<file path="src/rtl/lsu_access_unit_pkg.sv">
// Shared encodings for the load/store unit: funct3 width codes, FSM states, byte strobes.
// Latency: n/a (constants and a pure combinational helper).
// Backpressure: n/a.
package lsu_access_unit_pkg;

  localparam int XLEN = 32;

  // RISC-V load/store width codes carried in funct3
  typedef enum logic [2:0] {
    LSU_B  = 3'b000,
    LSU_H  = 3'b001,
    LSU_W  = 3'b010,
    LSU_BU = 3'b100,
    LSU_HU = 3'b101
  } lsu_width_e;

  // FSM state encoding
  localparam logic [1:0] ST_IDLE = 2'b00;
  localparam logic [1:0] ST_MEM  = 2'b01;
  localparam logic [1:0] ST_RESP = 2'b10;

  // Byte-lane strobe patterns before shifting to the addressed lane
  localparam logic [3:0] STRB_NONE = 4'b0000;
  localparam logic [3:0] STRB_B    = 4'b0001;
  localparam logic [3:0] STRB_H    = 4'b0011;
  localparam logic [3:0] STRB_W    = 4'b1111;

  // Illegal width code for the direction, or natural alignment violated
  function automatic logic lsu_is_fault(input logic       we,
                                        input logic [2:0] funct3,
                                        input logic [1:0] addr_lo);
    logic illegal;
    logic misaligned;
    illegal    = 1'b0;
    misaligned = 1'b0;
    case (funct3)
      LSU_B:  illegal = 1'b0;
      LSU_H:  misaligned = addr_lo[0];
      LSU_W:  misaligned = (addr_lo != 2'b00);
      LSU_BU: illegal = we;
      LSU_HU: begin
        illegal    = we;
        misaligned = addr_lo[0];
      end
      default: illegal = 1'b1;
    endcase
    return illegal | misaligned;
  endfunction

endpackage

</file>
<file path="src/rtl/lsu_access_unit_load_align.sv">
// Selects the addressed byte/half of a read word and sign- or zero-extends it.
// Latency: purely combinational.
// Backpressure: none; output follows inputs.
module lsu_load_align
  import lsu_access_unit_pkg::*;
(
  input  logic [XLEN-1:0] rdata_word,
  input  logic [1:0]      addr_lo,
  input  logic [2:0]      funct3,
  output logic [XLEN-1:0] load_data
);

  logic [7:0]  byte_sel;
  logic [15:0] half_sel;

  // Lane select followed by extension according to the width code
  always_comb begin
    byte_sel  = rdata_word[{addr_lo, 3'b000} +: 8];
    half_sel  = addr_lo[1] ? rdata_word[31:16] : rdata_word[15:0];
    load_data = rdata_word;
    case (funct3)
      LSU_B:   load_data = {{24{byte_sel[7]}}, byte_sel};
      LSU_H:   load_data = {{16{half_sel[15]}}, half_sel};
      LSU_BU:  load_data = {24'h000000, byte_sel};
      LSU_HU:  load_data = {16'h0000, half_sel};
      default: load_data = rdata_word;
    endcase
  end

endmodule

</file>
<file path="src/rtl/lsu_access_unit.sv">
// Load/store unit: one data-memory access per request with lane alignment and fault detection.
// Latency: accept N -> mem_req N+1, ack M -> resp_valid M+1; faults respond at N+1.
// Backpressure: req_ready low (busy high) from accept until the response cycle has passed.
module lsu_access_unit
  import lsu_access_unit_pkg::*;
(
  input  logic            clk,
  input  logic            rst,
  input  logic            req_valid,
  output logic            req_ready,
  input  logic            req_we,
  input  logic [2:0]      req_funct3,
  input  logic [XLEN-1:0] req_addr,
  input  logic [XLEN-1:0] req_wdata,
  input  logic [4:0]      req_rd,
  output logic            mem_req,
  output logic            mem_we,
  output logic [XLEN-1:0] mem_addr,
  output logic [3:0]      mem_wstrb,
  output logic [XLEN-1:0] mem_wdata,
  input  logic [XLEN-1:0] mem_rdata,
  input  logic            mem_ack,
  output logic            resp_valid,
  output logic [XLEN-1:0] resp_rdata,
  output logic [4:0]      resp_rd,
  output logic            resp_fault,
  output logic            busy
);

  logic [1:0]      state_q,      state_d;
  logic            mem_we_q,     mem_we_d;
  logic [XLEN-1:0] mem_addr_q,   mem_addr_d;
  logic [3:0]      mem_wstrb_q,  mem_wstrb_d;
  logic [XLEN-1:0] mem_wdata_q,  mem_wdata_d;
  logic [2:0]      funct3_q,     funct3_d;
  logic [1:0]      addr_lo_q,    addr_lo_d;
  logic [4:0]      rd_q,         rd_d;
  logic [XLEN-1:0] resp_rdata_q, resp_rdata_d;
  logic [4:0]      resp_rd_q,    resp_rd_d;
  logic            resp_fault_q, resp_fault_d;

  logic            req_fault;
  logic [3:0]      st_strb;
  logic [XLEN-1:0] st_wdata;
  logic [XLEN-1:0] load_data;

  // Extraction works on the latched width/offset so mem_rdata only reaches a flop
  lsu_load_align u_load_align (
    .rdata_word (mem_rdata),
    .addr_lo    (addr_lo_q),
    .funct3     (funct3_q),
    .load_data  (load_data)
  );

  // Store lane formatting: replicate the datum across lanes, strobe the addressed ones
  always_comb begin
    req_fault = lsu_is_fault(req_we, req_funct3, req_addr[1:0]);
    st_strb   = STRB_W;
    st_wdata  = req_wdata;
    case (req_funct3)
      LSU_B: begin
        st_strb  = STRB_B << req_addr[1:0];
        st_wdata = {4{req_wdata[7:0]}};
      end
      LSU_H: begin
        st_strb  = STRB_H << req_addr[1:0];
        st_wdata = {2{req_wdata[15:0]}};
      end
      default: begin
        st_strb  = STRB_W;
        st_wdata = req_wdata;
      end
    endcase
  end

  // Next-state and datapath capture for the IDLE/MEM/RESP sequence
  always_comb begin
    state_d      = state_q;
    mem_we_d     = mem_we_q;
    mem_addr_d   = mem_addr_q;
    mem_wstrb_d  = mem_wstrb_q;
    mem_wdata_d  = mem_wdata_q;
    funct3_d     = funct3_q;
    addr_lo_d    = addr_lo_q;
    rd_d         = rd_q;
    resp_rdata_d = resp_rdata_q;
    resp_rd_d    = resp_rd_q;
    resp_fault_d = resp_fault_q;
    case (state_q)
      ST_IDLE: begin
        if (req_valid) begin
          if (req_fault) begin
            // No memory access: answer directly with a fault
            state_d      = ST_RESP;
            resp_fault_d = 1'b1;
            resp_rdata_d = '0;
            resp_rd_d    = '0;
          end else begin
            state_d      = ST_MEM;
            resp_fault_d = 1'b0;
            mem_we_d     = req_we;
            mem_addr_d   = {req_addr[XLEN-1:2], 2'b00};
            mem_wstrb_d  = req_we ? st_strb : STRB_NONE;
            mem_wdata_d  = req_we ? st_wdata : '0;
            funct3_d     = req_funct3;
            addr_lo_d    = req_addr[1:0];
            rd_d         = req_rd;
          end
        end
      end
      ST_MEM: begin
        if (mem_ack) begin
          state_d      = ST_RESP;
          resp_rdata_d = mem_we_q ? '0 : load_data;
          resp_rd_d    = mem_we_q ? 5'd0 : rd_q;
        end
      end
      ST_RESP: state_d = ST_IDLE;
      default: state_d = ST_IDLE;
    endcase
  end

  // State and datapath registers with synchronous reset
  always_ff @(posedge clk) begin
    if (rst) begin
      state_q      <= ST_IDLE;
      mem_we_q     <= 1'b0;
      mem_addr_q   <= '0;
      mem_wstrb_q  <= STRB_NONE;
      mem_wdata_q  <= '0;
      funct3_q     <= 3'b000;
      addr_lo_q    <= 2'b00;
      rd_q         <= 5'd0;
      resp_rdata_q <= '0;
      resp_rd_q    <= 5'd0;
      resp_fault_q <= 1'b0;
    end else begin
      state_q      <= state_d;
      mem_we_q     <= mem_we_d;
      mem_addr_q   <= mem_addr_d;
      mem_wstrb_q  <= mem_wstrb_d;
      mem_wdata_q  <= mem_wdata_d;
      funct3_q     <= funct3_d;
      addr_lo_q    <= addr_lo_d;
      rd_q         <= rd_d;
      resp_rdata_q <= resp_rdata_d;
      resp_rd_q    <= resp_rd_d;
      resp_fault_q <= resp_fault_d;
    end
  end

  // Handshake outputs decode straight from state
  assign req_ready  = (state_q == ST_IDLE);
  assign busy       = ~req_ready;
  assign mem_req    = (state_q == ST_MEM);
  assign resp_valid = (state_q == ST_RESP);

  assign mem_we     = mem_we_q;
  assign mem_addr   = mem_addr_q;
  assign mem_wstrb  = mem_wstrb_q;
  assign mem_wdata  = mem_wdata_q;
  assign resp_rdata = resp_rdata_q;
  assign resp_rd    = resp_rd_q;
  assign resp_fault = resp_fault_q;

endmodule
</file>
<file path="config.mk">
export PLATFORM = sky130hd
export DESIGN_NAME = lsu_access_unit
export DESIGN_NICKNAME = d
export VERILOG_FILES = /design/src/rtl/lsu_access_unit_pkg.sv /design/src/rtl/lsu_access_unit_load_align.sv /design/src/rtl/lsu_access_unit.sv
export SDC_FILE = /design/constraint.sdc
export NUM_CORES = 1
export LEC_CHECK = 0
export CORE_MARGIN = 5
export CORE_UTILIZATION = 42
export DETAILED_ROUTE_END_ITERATION = 16
export GPL_TIMING_DRIVEN = 0
export PLACE_DENSITY = 0.8
export SYNTH_ARGS = -nofsm -noshare
export SYNTH_HDL_FRONTEND = slang
export SYNTH_SLANG_ARGS = --single-unit
</file>
<file path="constraint.sdc">
create_clock -name clk -period 2.74 [get_ports clk]
set_input_delay 0.548 -clock clk [delete_from_list [all_inputs] [get_ports clk]]
set_output_delay 0.548 -clock clk [all_outputs]
set_load 0.005 [all_outputs]
</file>
**Yosys cells after proc, flatten, opt, wreduce, memory -nomap -nowiden**

Cells that the tools add are included.
Widths: inputs -> output; s select.

- Shifts and indexed selects: 3
- Reductions and logical operators: 12
- Eq/ne operators: 12
- Multiplexer cells: 23
- Bitwise logic cells: 3

Operators with widths:

| operator | count |
|---|---|
| $mux 32 | 5 |
| $pmux 32 s2 | 2 |
| $pmux 32 s4 | 1 |
| $shiftx 32x6->8 | 1 |
| $mux 5 | 4 |
| $mux 16 | 1 |
| $eq 3x3->1 const B | 4 |
| $pmux 5 s2 | 1 |
| $pmux 4 s2 | 1 |
| $eq 3x1->1 const B | 2 |
| $logic_not 3->1 | 2 |
| $mux 2 | 3 |
| $mux 4 | 1 |
| $ne 2x1->1 const B | 2 |
| $pmux 1 s2 | 2 |
| $pmux 2 s2 | 1 |
| $reduce_and 2->1 | 2 |
| $reduce_and 4->1 | 1 |
| $reduce_bool 2->1 | 2 |
| $reduce_or 2->1 | 2 |
| $shl 1x2->4 const A | 1 |
| $shl 2x2->4 const A | 1 |
| $eq 3x2->1 const B | 1 |
| $reduce_and 3->1 | 1 |
| other kinds (8) | 9 |

- Bits in registers: 117
- Bits of input ports: 109
- Word-level logic and storage cells: 64
- Output and inout port bits: 111

**Longest topological paths before layout**

Gate-level depths: netlist of the first run.

- Word-level depth: 7
- Depth in mapped cells: 7
- Depth with buffers taken out: 4

**Modules after synthesis**

From an unflattened synthesis of the first run, not the netlist that was laid out.

- Cells, all modules: 778
- Area, all modules: 6774.0 µm²

By module, submodules not included:

| module | area each (µm²) | instances | cells an instance | seq. area each (µm²) |
|---|---|---|---|---|
| lsu_access_unit | 6013.3 | 1 | 660 | 2342.2 |
| lsu_load_align | 760.7 | 1 | 118 | 0.0 |

**Least setup slack after synthesis of the first run**

OpenSTA, ideal clock, no wires.

- Kind: input to register
- From: input req_funct3[0]
- To: register mem_wdata_q[13] (netlist: mem_wdata[13])
- Arrival: 2.005 ns
- Required time: 2.615 ns
- Path buffers: 3
- Slack: 0.610 ns
- Library setup time: 0.125 ns
- Cell stages on the path: 7
- Cells stage by stage: buf_2 -> or4_4 -> a21boi_2 -> nor2_1 -> clkbuf_1 -> buf_2 -> o2bb2ai_1

- Longest elaborated chain between the ends: 6
- Elaborated cells on any way between the ends: 15
- Those cells by class: 4 x eq/ne; 4 x mux; 2 x bitwise; 5 x reduce/logical

RTL lines:

| element | RTL line | text |
|---|---|---|
| from (decl) | lsu_access_unit.sv:12 | `input logic [2:0] req_funct3,` |
| $eq 3x1->1, or another cell as far along | lsu_access_unit_pkg.sv:36, lsu_access_unit.sv:60 |  |
| $reduce_or 3->1 (no source line) or $reduce_or 2->1 (tied branches) | -- |  |
| $pmux 1 s2 | lsu_access_unit_pkg.sv:36 | `case (funct3)` |
| $or 1x1->1 | lsu_access_unit_pkg.sv:47 | `return illegal \| misaligned;` |
| $not 1->1 (no source line) | -- |  |
| $reduce_and 3->1 (no source line) | -- |  |
| to (signal assigned) | lsu_access_unit.sv:142 | `mem_wdata_q <= mem_wdata_d;` |
| to (decl) | lsu_access_unit.sv:34 | `logic [XLEN-1:0] mem_wdata_q, mem_wdata_d;` |

Parallel ways exist; a longest one is shown, timed or not.
A chain may end at the register's enable or synchronous reset.

**Worst setup path in the final report of the first run**

- From: input req_addr[0]
- To: register mem_wdata_q[24] (netlist: mem_wdata[24])

- Longest elaborated chain between the ends: 5

RTL lines:

| element | RTL line | text |
|---|---|---|
| from (decl) | lsu_access_unit.sv:13 | `input logic [XLEN-1:0] req_addr,` |
| $reduce_bool 2->1 | lsu_access_unit_pkg.sv:39 | `LSU_W: misaligned = (addr_lo != 2'b00);` |
| $pmux 1 s2 (*) | lsu_access_unit_pkg.sv:36 |  |
| $or 1x1->1 (*) | lsu_access_unit_pkg.sv:47 |  |
| $not 1->1 (no source line) (*) | -- |  |
| $reduce_and 3->1 (no source line) (*) | -- |  |

Mark *: on every way between the ends. The rest lies on a longest branch, timed or not.

==> flow_summary.ini, run 1 <==
[status]
run_status = complete, no violations

[worst_setup_path]
setup.worst_path.start = req_addr[0]
crit_family = simple AND/OR/NAND/NOR gates
critPathMaxStageDelay_ns = 0.63
critical_path.slowest_cell = or4_4
critical_path.cell_chain = clkdlybuf4s50_1 -> or4_4 -> a21boi_2 -> nand3b_1 -> clkbuf_1 -> o2bb2ai_1
critPathRequiredTime_ns = 3.07
timing.critical_path.arrival_ns = 2.91
worstPathMaxFanout = 10
startpoint_type = input port
critPathCaptureType = register
criticalPathCategory = input port to register
critical_path.n_buffers_inverters = 2
rr_startpoint = addr_lo_q[1]

[yosys]
synthDistinctLibCells = 39
synth-edff-count = 0
synth.top_cells.by_area = dfxtp_1 47%, nand2_1 7.8%, a21oi_1 7.0%
synthesized_netlist_cell_count = 544
async_flop_share_pct = 0
ys.flop_type = dfxtp_1
post_synth_fa_ha_maj_area_fraction_pct = 0
postSynthAreaPerCell_um2 = 9.149
synth_simple_gate_area_share_pct = 15.08
synth_top_family_by_area = compound AO/OA/AOI/OAI gates
yosys-mux-area-fraction_pct = 8.698
synthXorXnorAreaFrac_pct = 0
yosys_warnings = 0
synthDominantCellAreaShare_pct = 47.06
leading_cell_type_by_number_of_instances_after_synthesis = dfxtp_1
postSynthRegisterBits = 117
synth_top_cells_by_count = 117 x dfxtp_1, 103 x nand2_1, 70 x a21oi_1, 32 x mux2i_1, 31 x o2bb2ai_1
synth_sequential_area_ratio_pct = 47.06
synthDominantAreaCellType = dfxtp_1
compound_cell_area_share_of_the_yosys_netlist_pct = 24.41
mappedNetlistArea_um2 = 4977

[floorplan]
die_area_um2 = 14130
chipWidth_um = 118.9
core_um2 = 11520
initial_core_util_pct = 43.22
placementRows = 39
floorplan.die.height_um = 118.9
pin_count = 220

[timing]
fin_ws_ns = 0.1571
final-hold-violation-count = 0
timing.slew.headroom_pct = 27.51
max_freq_ghz = 0.3872
tightestPinTransition_ns = 1.083
rsz_0062_raised_after_global_routing = false
fin_crit_ns = 2.583
layout_worst_path_cycle_share_pct = 94.27
final-max-slew-violation-count = 0
finalSetupViolations = 0
clock_skew_ns = 0.01090

[placement]
post-dp-hpwl_mm = 13.64
io_buffers = 215
dp_worst_setup_slack_ns = -0.2026
gp_congestion = 0.8795
placed_area_um2 = 7312

[cts]
ctsHtreeMaxLevel = 4
cts.clk_slew.worst_paths_ns = 0.06
cts_hold_buffers = 0
clock_tree.root_cell = clkbuf_16
worst_skew_pair.late_latency_ns = 0.41
cts-buffers-inserted = 17
cts-resized-gates = 0
post_cts_setup_buffers = 0
buffer_levels_on_the_longest_clock_path = 2
tritoncts = done
clock_sinks = 117

[global_routing]
grt_most_used_layer = met2
grt_util_met1_pct = 27.75
grtUsageMet2_pct = 41.95
grt_max_degree = 17
antenna_found_initial = 0
grt_usage_pct = 24.97
first_pass_grt_wire_length_mm = 28.16
vias_in_the_first_global_route = 5298
met3_usage_pct = 11.56
grt_residual_overflow = 0

[power]
leakage_nw = 2.871
vdd_ir_drop_max_uv = 428.4
p_per_area_nw_per_um2 = 635.9
post-layout-total-power_mw = 5.104

[routing]
drt-initial-drc-count = 473
viasPerCell = 5.474
drtPass1Iterations = 7
antenna_left = 0
route.detailed.wl_per_inst_um = 19.32
route.vias.total = 5118
wirelength_mm = 18.07
remaining_drc_errors = 0

[min_path]
classification_of_the_worst_slack_hold_path = register to register
hold_startpoint = mem_addr[11]

[finish]
diodes = 0
finalCoreUtilization_pct = 69.70
area.growth.synth_to_final_pct = 61.26
layout-drive-gt1-share_pct = 8.460
fin_area_um2 = 8026
nets = 888

[job]
drv_cap = 0
layer usage:
layer | wire length (µm) | vias to the layer above
met2 | 8771 | 257
li1 | - | 2422
met4 | 344 | 0
met3 | 1937 | 32
met1 | 7013 | 2407
met5 | 0 | -
kinds of logic after synthesis:
logic type	Yosys count
buf+inv	50
other cells	1
flops	117
simple gates	156
compound gates	178
mux	42
through the flow:
step	std cells	hold slack [ns]	setup TNS, ns
final	935	0.4519	0
after CTS	935	0.4536	0
after floorplan	545	0.4366	0
after detailed placement	903	0.4457	-4.873
after global routing	935	0.4726	0
after global placement	903	0.4425	-3.280
cell type report:
cell class              instances  area (µm²)
fillers                       870        3490
inverters                       3       11.26
clock buffers                  21       470.5
well taps                     143       178.9
plain buffers                  47       221.5
clock inverters                11       244.0
flip-flops and latches        117        2342
repair buffers                215        2152
multi-input cells             378        2406
final timing paths:
kind / end / slack, ns / depth (start not counted)
worst max-delay path: mem_wdata[24] / 0.16 / 6
worst min-delay path: mem_addr[11] / 0.45 / 2
worst max register to register: resp_rdata[22] / 0.54 / 6
worst min register to register: mem_addr[11] / 0.45 / 2
cells in the final DEF (no fill, tap or decap), drive strengths merged, types with 2 or more instances in the layout:
| master | n |
|---|---|
| nand2 | 103 |
| o22ai | 7 |
| nor2 | 10 |
| clkdlybuf4s50 | 215 |
| o2bb2ai | 31 |
| nand3 | 5 |
| buf | 17 |
| a21o | 2 |
| conb | 2 |
| clkbuf | 51 |
| clkinv | 2 |
| a32o | 2 |
| o21ai | 14 |
| nor2b | 9 |
| nand3b | 18 |
| nand2b | 5 |
| mux2i | 32 |
| inv | 4 |
| a21oi | 70 |
| o31ai | 16 |
| nor3b | 3 |
| a22o | 27 |
| bufinv | 7 |
| dfxtp | 117 |
| mux2 | 10 |
registers in the layout (all words and copies together), names as in the netlist:
name and flops:
addr_lo_q 2, funct3_q 3, mem_addr 30, mem_wdata 32, mem_we 1, mem_wstrb 4
rd_q 5, resp_fault 1, resp_rd 5, resp_rdata 32, state_q 2
where the power goes:
group / internal [mW] / total (mW) / switching [mW]
Combinational: 0.340 / 0.640 / 0.301
Clock: 1.88 / 2.68 / 0.801
Sequential: 1.75 / 1.79 / 0.0308
worst reg2reg max path: cells and delay by family (launching register included):
kind	cells	cell delay, ns
mux	2	0.69
buf+inv	2	0.54
flops	1	0.31
compound gates	2	0.56
Note: power is estimated with default switching activity, not from simulation.
==> inputs of run 2 (changes only) <==
--- a/config.mk
+++ b/config.mk
@@ -5,11 +5,12 @@
 export SDC_FILE = /design/constraint.sdc
 export NUM_CORES = 1
 export LEC_CHECK = 0
+export ABC_AREA = 1
 export CORE_MARGIN = 5
-export CORE_UTILIZATION = 42
+export CORE_UTILIZATION = 44
 export DETAILED_ROUTE_END_ITERATION = 16
 export GPL_TIMING_DRIVEN = 0
-export PLACE_DENSITY = 0.8
+export PLACE_DENSITY = 0.81
 export SYNTH_ARGS = -nofsm -noshare
 export SYNTH_HDL_FRONTEND = slang
 export SYNTH_SLANG_ARGS = --single-unit
==> run 2 against run 1 <==
Effect of this change: cell area grew 6.0%; cell count up 35%; sequential cell count unchanged; routed wire length is 5.1% higher; hold slack better by 0.0041 ns; fmax rose by 21%; critical path type is now register to output pin.
==> flow_summary.ini, run 2 <==
[timing]
final-hold-violation-count = 0
whs_ns = 0.4560
timing.slew.headroom_pct = 66.64
max_freq_ghz = 0.4692
final-max-slew-violation-count = 0
clock_skew_ns = 0.007416
tightestPinTransition_ns = 0.5003
rsz_0062_raised_after_global_routing = false
finalSetupViolations = 0
setup_total_negative_slack_ns = 0
fin_crit_ns = 2.131
layout_worst_path_cycle_share_pct = 77.78
fin_ws_ns = 0.6087

[floorplan]
die_area_um2 = 14710
initial_core_util_pct = 45.19
placementRows = 40
core_um2 = 12060
chipWidth_um = 121.3
floorplan.die.height_um = 121.3
pin_count = 220

[finish]
area.growth.synth_to_final_pct = 56.18
multi_input_area_um2 = 2582
most_common_library_cell_in_the_layout_ignoring_fill_and_taps = nand2_1
diodes = 0
nets = 1194
most_frequent_cells_in_the_layout = 234 x nand2_1, 217 x clkdlybuf4s50_1, 192 x nor2_1
layout-drive-gt1-share_pct = 7.293
register_area_um2 = 2342
fin_cells = 1265
fill_cells = 1027

[worst_setup_path]
r2r-end = resp_rdata[31]
startpoint_type = register
worstRegToRegCells = 8
critPathCaptureType = output pin
criticalPathCategory = register to output pin
setup.worst_path.start = state_q[0]
timing.critical_path.arrival_ns = 1.58
worst-r2r-setup-slack_ns = 1.10
worstPathMaxFanout = 5
critPathRequiredTime_ns = 2.19
rr_startpoint = funct3_q[0]

[yosys]
ys.flop_type = dfxtp_1
synthDominantCellAreaShare_pct = 42.98
synth_sequential_area_ratio_pct = 42.98
postSynthRegisterBits = 117
async_flop_share_pct = 0
synthDominantAreaCellType = dfxtp_1
synthesized_netlist_cell_count = 848
synthDistinctLibCells = 25
synth.top_cells.by_area = dfxtp_1 43%, nand2_1 16%, nor2_1 13%
postSynthAreaPerCell_um2 = 6.427
synth-edff-count = 0
synth_top_cells_by_count = 234 x nand2_1, 192 x nor2_1, 117 x dfxtp_1, 68 x inv_1, 68 x o21ai_0
yosys_warnings = 0
mappedNetlistArea_um2 = 5450
leading_cell_type_by_number_of_instances_after_synthesis = nand2_1

[job]
drv_cap = 0

[placement]
dp_worst_setup_slack_ns = 0.3719
placed_cells = 1234
io_buffers = 217
gp_congestion = 0.9879
post-dp-hpwl_mm = 14.22

[global_routing]
grtUsageMet2_pct = 42.59
antenna_found_initial = 0
grt_max_degree = 17
grt_util_met1_pct = 29.05
vias_in_the_first_global_route = 6012
grt_residual_overflow = 0
met3_usage_pct = 11.93
first_pass_grt_wire_length_mm = 29.55
grt_most_used_layer = met2
grt_usage_pct = 25.64

[power]
p_per_area_nw_per_um2 = 638.1
vdd_ir_drop_max_uv = 533.9
leakage_nw = 3.899

[cts]
post_cts_setup_buffers = 0
ctsHtreeMaxLevel = 4
clock_tree.root_cell = clkbuf_16
clock_sinks = 117
worst_skew_pair.late_latency_ns = 0.42
tritoncts = done
cts-buffers-inserted = 17
buffer_levels_on_the_longest_clock_path = 2
cts_hold_buffers = 0
cts-resized-gates = 0
cts.clk_slew.worst_paths_ns = 0.05

[routing]
route.vias.total = 6106
remaining_drc_errors = 0
wirelength_mm = 18.98
route.detailed.wl_per_inst_um = 15.00
drt-initial-drc-count = 510
antenna_left = 0
viasPerCell = 4.827
drtPass1Iterations = 5

[min_path]
classification_of_the_worst_slack_hold_path = register to register
min_delay_worst_endpoint = mem_wdata[26]
hold_startpoint = mem_wdata[26]
timing.hold.worst_path_depth = 2

[status]
run_status = complete, no violations
## run 2: worst max-delay path by stage
stage | slack [ns] | cells past startpoint | end
after CTS | 0.59 | 3 | mem_req
after global placement | 0.37 | 10 | mem_wstrb[0]
after global routing | 0.52 | 3 | mem_req
after detailed placement | 0.37 | 10 | mem_wdata[10]
after floorplan | 1.22 | 9 | mem_wdata[22]
final | 0.61 | 3 | mem_req
## run 2: worst max-delay path, cell delays in order, from the launching register on
cell	delay (ns)
dfxtp_1	0.42
nand2_2	0.14
inv_1	0.09
clkdlybuf4s50_1	0.52
## run 2: cells by family (layout without fill, tap and decap cells)
logic type / count (synthesis) / count (layout) / share of synthesized area (%)
and+or+nand+nor: 462 / 462 / 33.49
buffers and inverters: 123 / 371 / 9.711
AOI/OAI and AO/OA: 145 / 145 / 13.75
DFF: 117 / 117 / 42.98
other: 1 / 2 / 0.06880
## run 2: metal layers
layer / vias up / routed length, µm
met4: 0 / 355
met5: - / 0
met3: 28 / 2242
met1: 2705 / 7579
met2: 277 / 8803
li1: 3096 / -
## run 2: layout make-up
cell class | count | share of cell area (%)
plain buffers | 47 | 2.852
multi-input cells | 609 | 30.34
well taps | 168 | 2.470
clock buffers | 23 | 5.968
inverters | 76 | 3.366
repair buffers | 217 | 25.52
flip-flops and latches | 117 | 27.52
clock inverters | 8 | 1.970
## run 2: power by group
| part | switching (mW) | internal [mW] | total [mW] |
|---|---|---|---|
| Combinational | 0.510 | 0.509 | 1.02 |
| Clock | 0.766 | 1.75 | 2.52 |
| Sequential | 0.0685 | 1.83 | 1.90 |
| Total | 1.35 | 4.09 | 5.43 |
## run 2: stage by stage
| stage | area (µm²) | power (mW) | util (%) |
|---|---|---|---|
| floorplan | 5454 | 2.396 | - |
| global placement | 7836 | 2.925 | 64.97 |
| detailed placement | 7836 | 2.937 | 64.97 |
| CTS | 8512 | 5.458 | 70.57 |
| global route | 8512 | 5.673 | 70.57 |
| finish | 8512 | 5.432 | 70.57 |
==> inputs of run 3 (changes only) <==
--- a/config.mk
+++ b/config.mk
@@ -7,10 +7,10 @@
 export LEC_CHECK = 0
 export ABC_AREA = 1
 export CORE_MARGIN = 5
-export CORE_UTILIZATION = 44
+export CORE_UTILIZATION = 39
 export DETAILED_ROUTE_END_ITERATION = 16
 export GPL_TIMING_DRIVEN = 0
-export PLACE_DENSITY = 0.81
+export PLACE_DENSITY = 0.76
 export SYNTH_ARGS = -nofsm -noshare
 export SYNTH_HDL_FRONTEND = slang
 export SYNTH_SLANG_ARGS = --single-unit
==> constraint.sdc (replaced) <==
create_clock -name clk -period 1.9 [get_ports clk]
set_input_delay 0.38 -clock clk [delete_from_list [all_inputs] [get_ports clk]]
set_output_delay 0.38 -clock clk [all_outputs]
set_load 0.005 [all_outputs]
==> run 3 against run 2 <==
Effect of this change: die area grew 12%; setup slack got worse by 0.55 ns; routed wire length is 2.2% lower; non-clock buffer count unchanged; sequential power is 44% higher; clock skew down 0.0014 ns; count of clock-buffer cells in the layout down 2; utilization fell by 9.0 points; first-iteration DRC count down 48%; largest power group unchanged; cell area down 0.29%.
==> flow_summary.ini, run 3 (same netlist as run 2, synthesis figures left out) <==
[status]
run_status = complete, no violations

[floorplan]
pin_count = 220
core_um2 = 13770
placementRows = 43
initial_core_util_pct = 39.57
die_area_um2 = 16440
floorplan.die.height_um = 128.2
chipWidth_um = 128.2

[routing]
drt-met1-wl_mm = 7.345
antenna_left = 0
drt-initial-drc-count = 267
drtPass1Iterations = 5
wl_met3_mm = 2.303
viasPerCell = 4.733
wirelength_mm = 18.56
remaining_drc_errors = 0
wl_met2_mm = 8.637
top_layer = met4
route.vias.total = 6049
route.detailed.wl_per_inst_um = 14.52

[finish]
most_common_library_cell_in_the_layout_ignoring_fill_and_taps = nand2_1
area.growth.synth_to_final_pct = 55.72
most_frequent_cells_in_the_layout = 233 x nand2_1, 214 x clkdlybuf4s50_1, 192 x nor2_1
fin_cells = 1278
nets = 1194
fill_cells = 1315
layout-drive-gt1-share_pct = 7.475

[cts]
ctsHtreeMaxLevel = 4
cts.clk_slew.worst_paths_ns = 0.05
clock_tree.root_cell = clkbuf_16
clock_sinks = 117
cts-buffers-inserted = 17
worst_skew_pair.late_latency_ns = 0.41
buffer_levels_on_the_longest_clock_path = 2
tritoncts = done
cts_hold_buffers = 0

[placement]
io_buffers = 217
gp_congestion = 0.9386
post-dp-hpwl_mm = 14.13
placed_cells = 1246

[timing]
rsz_0062_raised_after_global_routing = false
timing.slew.headroom_pct = 66.50
layout_worst_path_cycle_share_pct = 96.87
final-hold-violation-count = 0
clock_skew_ns = 0.006008
finalSetupViolations = 0
final-max-slew-violation-count = 0
fin_crit_ns = 1.841
max_freq_ghz = 0.5433
tightestPinTransition_ns = 0.5026

[worst_setup_path]
rr_startpoint = funct3_q[0]
criticalPathCategory = register to output pin
worstPathMaxFanout = 5
timing.critical_path.arrival_ns = 1.46
critPathRequiredTime_ns = 1.52
worstRegToRegCells = 8
setup.worst_path.start = state_q[1]
startpoint_type = register
critPathCaptureType = output pin

[global_routing]
first_pass_grt_wire_length_mm = 29.21
grt_max_degree = 17
vias_in_the_first_global_route = 5933
grt_residual_overflow = 0
antenna_found_initial = 1
grt_usage_pct = 22.59

[power]
part_of_the_power_in_the_clock_network_pct = 44.4
switching_share_pct = 25.62
post-layout-total-power_mw = 7.547
seq_power_share_pct = 36.2
leakage_nw = 3.894
combinational_fraction_of_design_power_pct = 19.4
vdd_ir_drop_max_uv = 645.7
power.switching_mw = 1.934
p_per_area_nw_per_um2 = 889.3
p_int_mw = 5.614

[min_path]
timing.hold.worst_path_depth = 3
hold_startpoint = req_addr[0]
classification_of_the_worst_slack_hold_path = input port to register

[job]
drv_cap = 0
==> run 3: cell types whose count changed in the layout (fill, tap and decap cells not counted), moves of 2 or more <==
cell and change:
clkdlybuf4s50_1 -3, dfxtp_2 +2, dlymetal6s2s_1 +2, clkinv_2 +3
clkbuf_8 -4, dfxtp_1 -2
==> run 3: worst paths after layout <==
check / endpoint / slack, ns
min: addr_lo_q[0] / 0.41
max: busy / 0.06
max reg2reg: resp_rdata[18] / 0.18
min reg2reg: mem_wdata[31] / 0.45
==> run 3: through the flow <==
stage                     TNS (ns)  hold WS [ns]  setup WS, ns  area, µm²  util [%]
after floorplan                  0        0.4408        0.5461       5454         -
after global placement      -22.13        0.4355       -0.2758       7851     57.00
after detailed placement    -26.40        0.4396       -0.3360       7851     57.00
after CTS                        0        0.4544      0.009674       8466     61.46
after global routing             0        0.4447       0.01344       8487     61.62
final                            0        0.4111       0.05949       8487     61.62
==> run 3: worst max-delay path, stage by stage (launching register included) <==
cell and delay (ns):
dfxtp_2 0.34, nor2_4 0.21, inv_1 0.06, clkdlybuf4s50_1 0.45
==> run 3: final cells by class <==
type	instances	area, µm²	area share (%)
Multi-Input combinational cell	609	2594	30.56
Sequential cell	117	2345	27.63
Timing Repair Buffer	217	2176	25.64
Clock buffer	21	460.4	5.425
Inverter	76	286.5	3.376
Buffer	47	244.0	2.875
Tap cell	180	225.2	2.654
Clock inverter	10	153.9	1.813
Antenna cell	1	2.502	0.02949
==> run 3: what timing repair did <==
item | CTS | global route
endpoints found under the setup margin | 1 | 35
resized for setup | 2 | 7
pin swaps | 0 | 1
buffers inserted | 0 | 0
==> run 3: power groups by stage <==
stage	logic, mW	registers (mW)	clock network, mW
5_1_grt	1.63	2.75	3.54
3_5_place_dp	1.46	2.78	0
4_1_cts	1.47	2.73	3.42
2_1_floorplan	0.672	2.78	0
6_report	1.47	2.73	3.35
3_3_place_gp	1.45	2.78	0
==> run 3: routing by layer <==
layer / vias up / global-route usage, %
met5: - / 0
met4: 0 / 6.367
met3: 22 / 10.92
met2: 242 / 37.21
met1: 2687 / 26.08
li1: 3098 / -
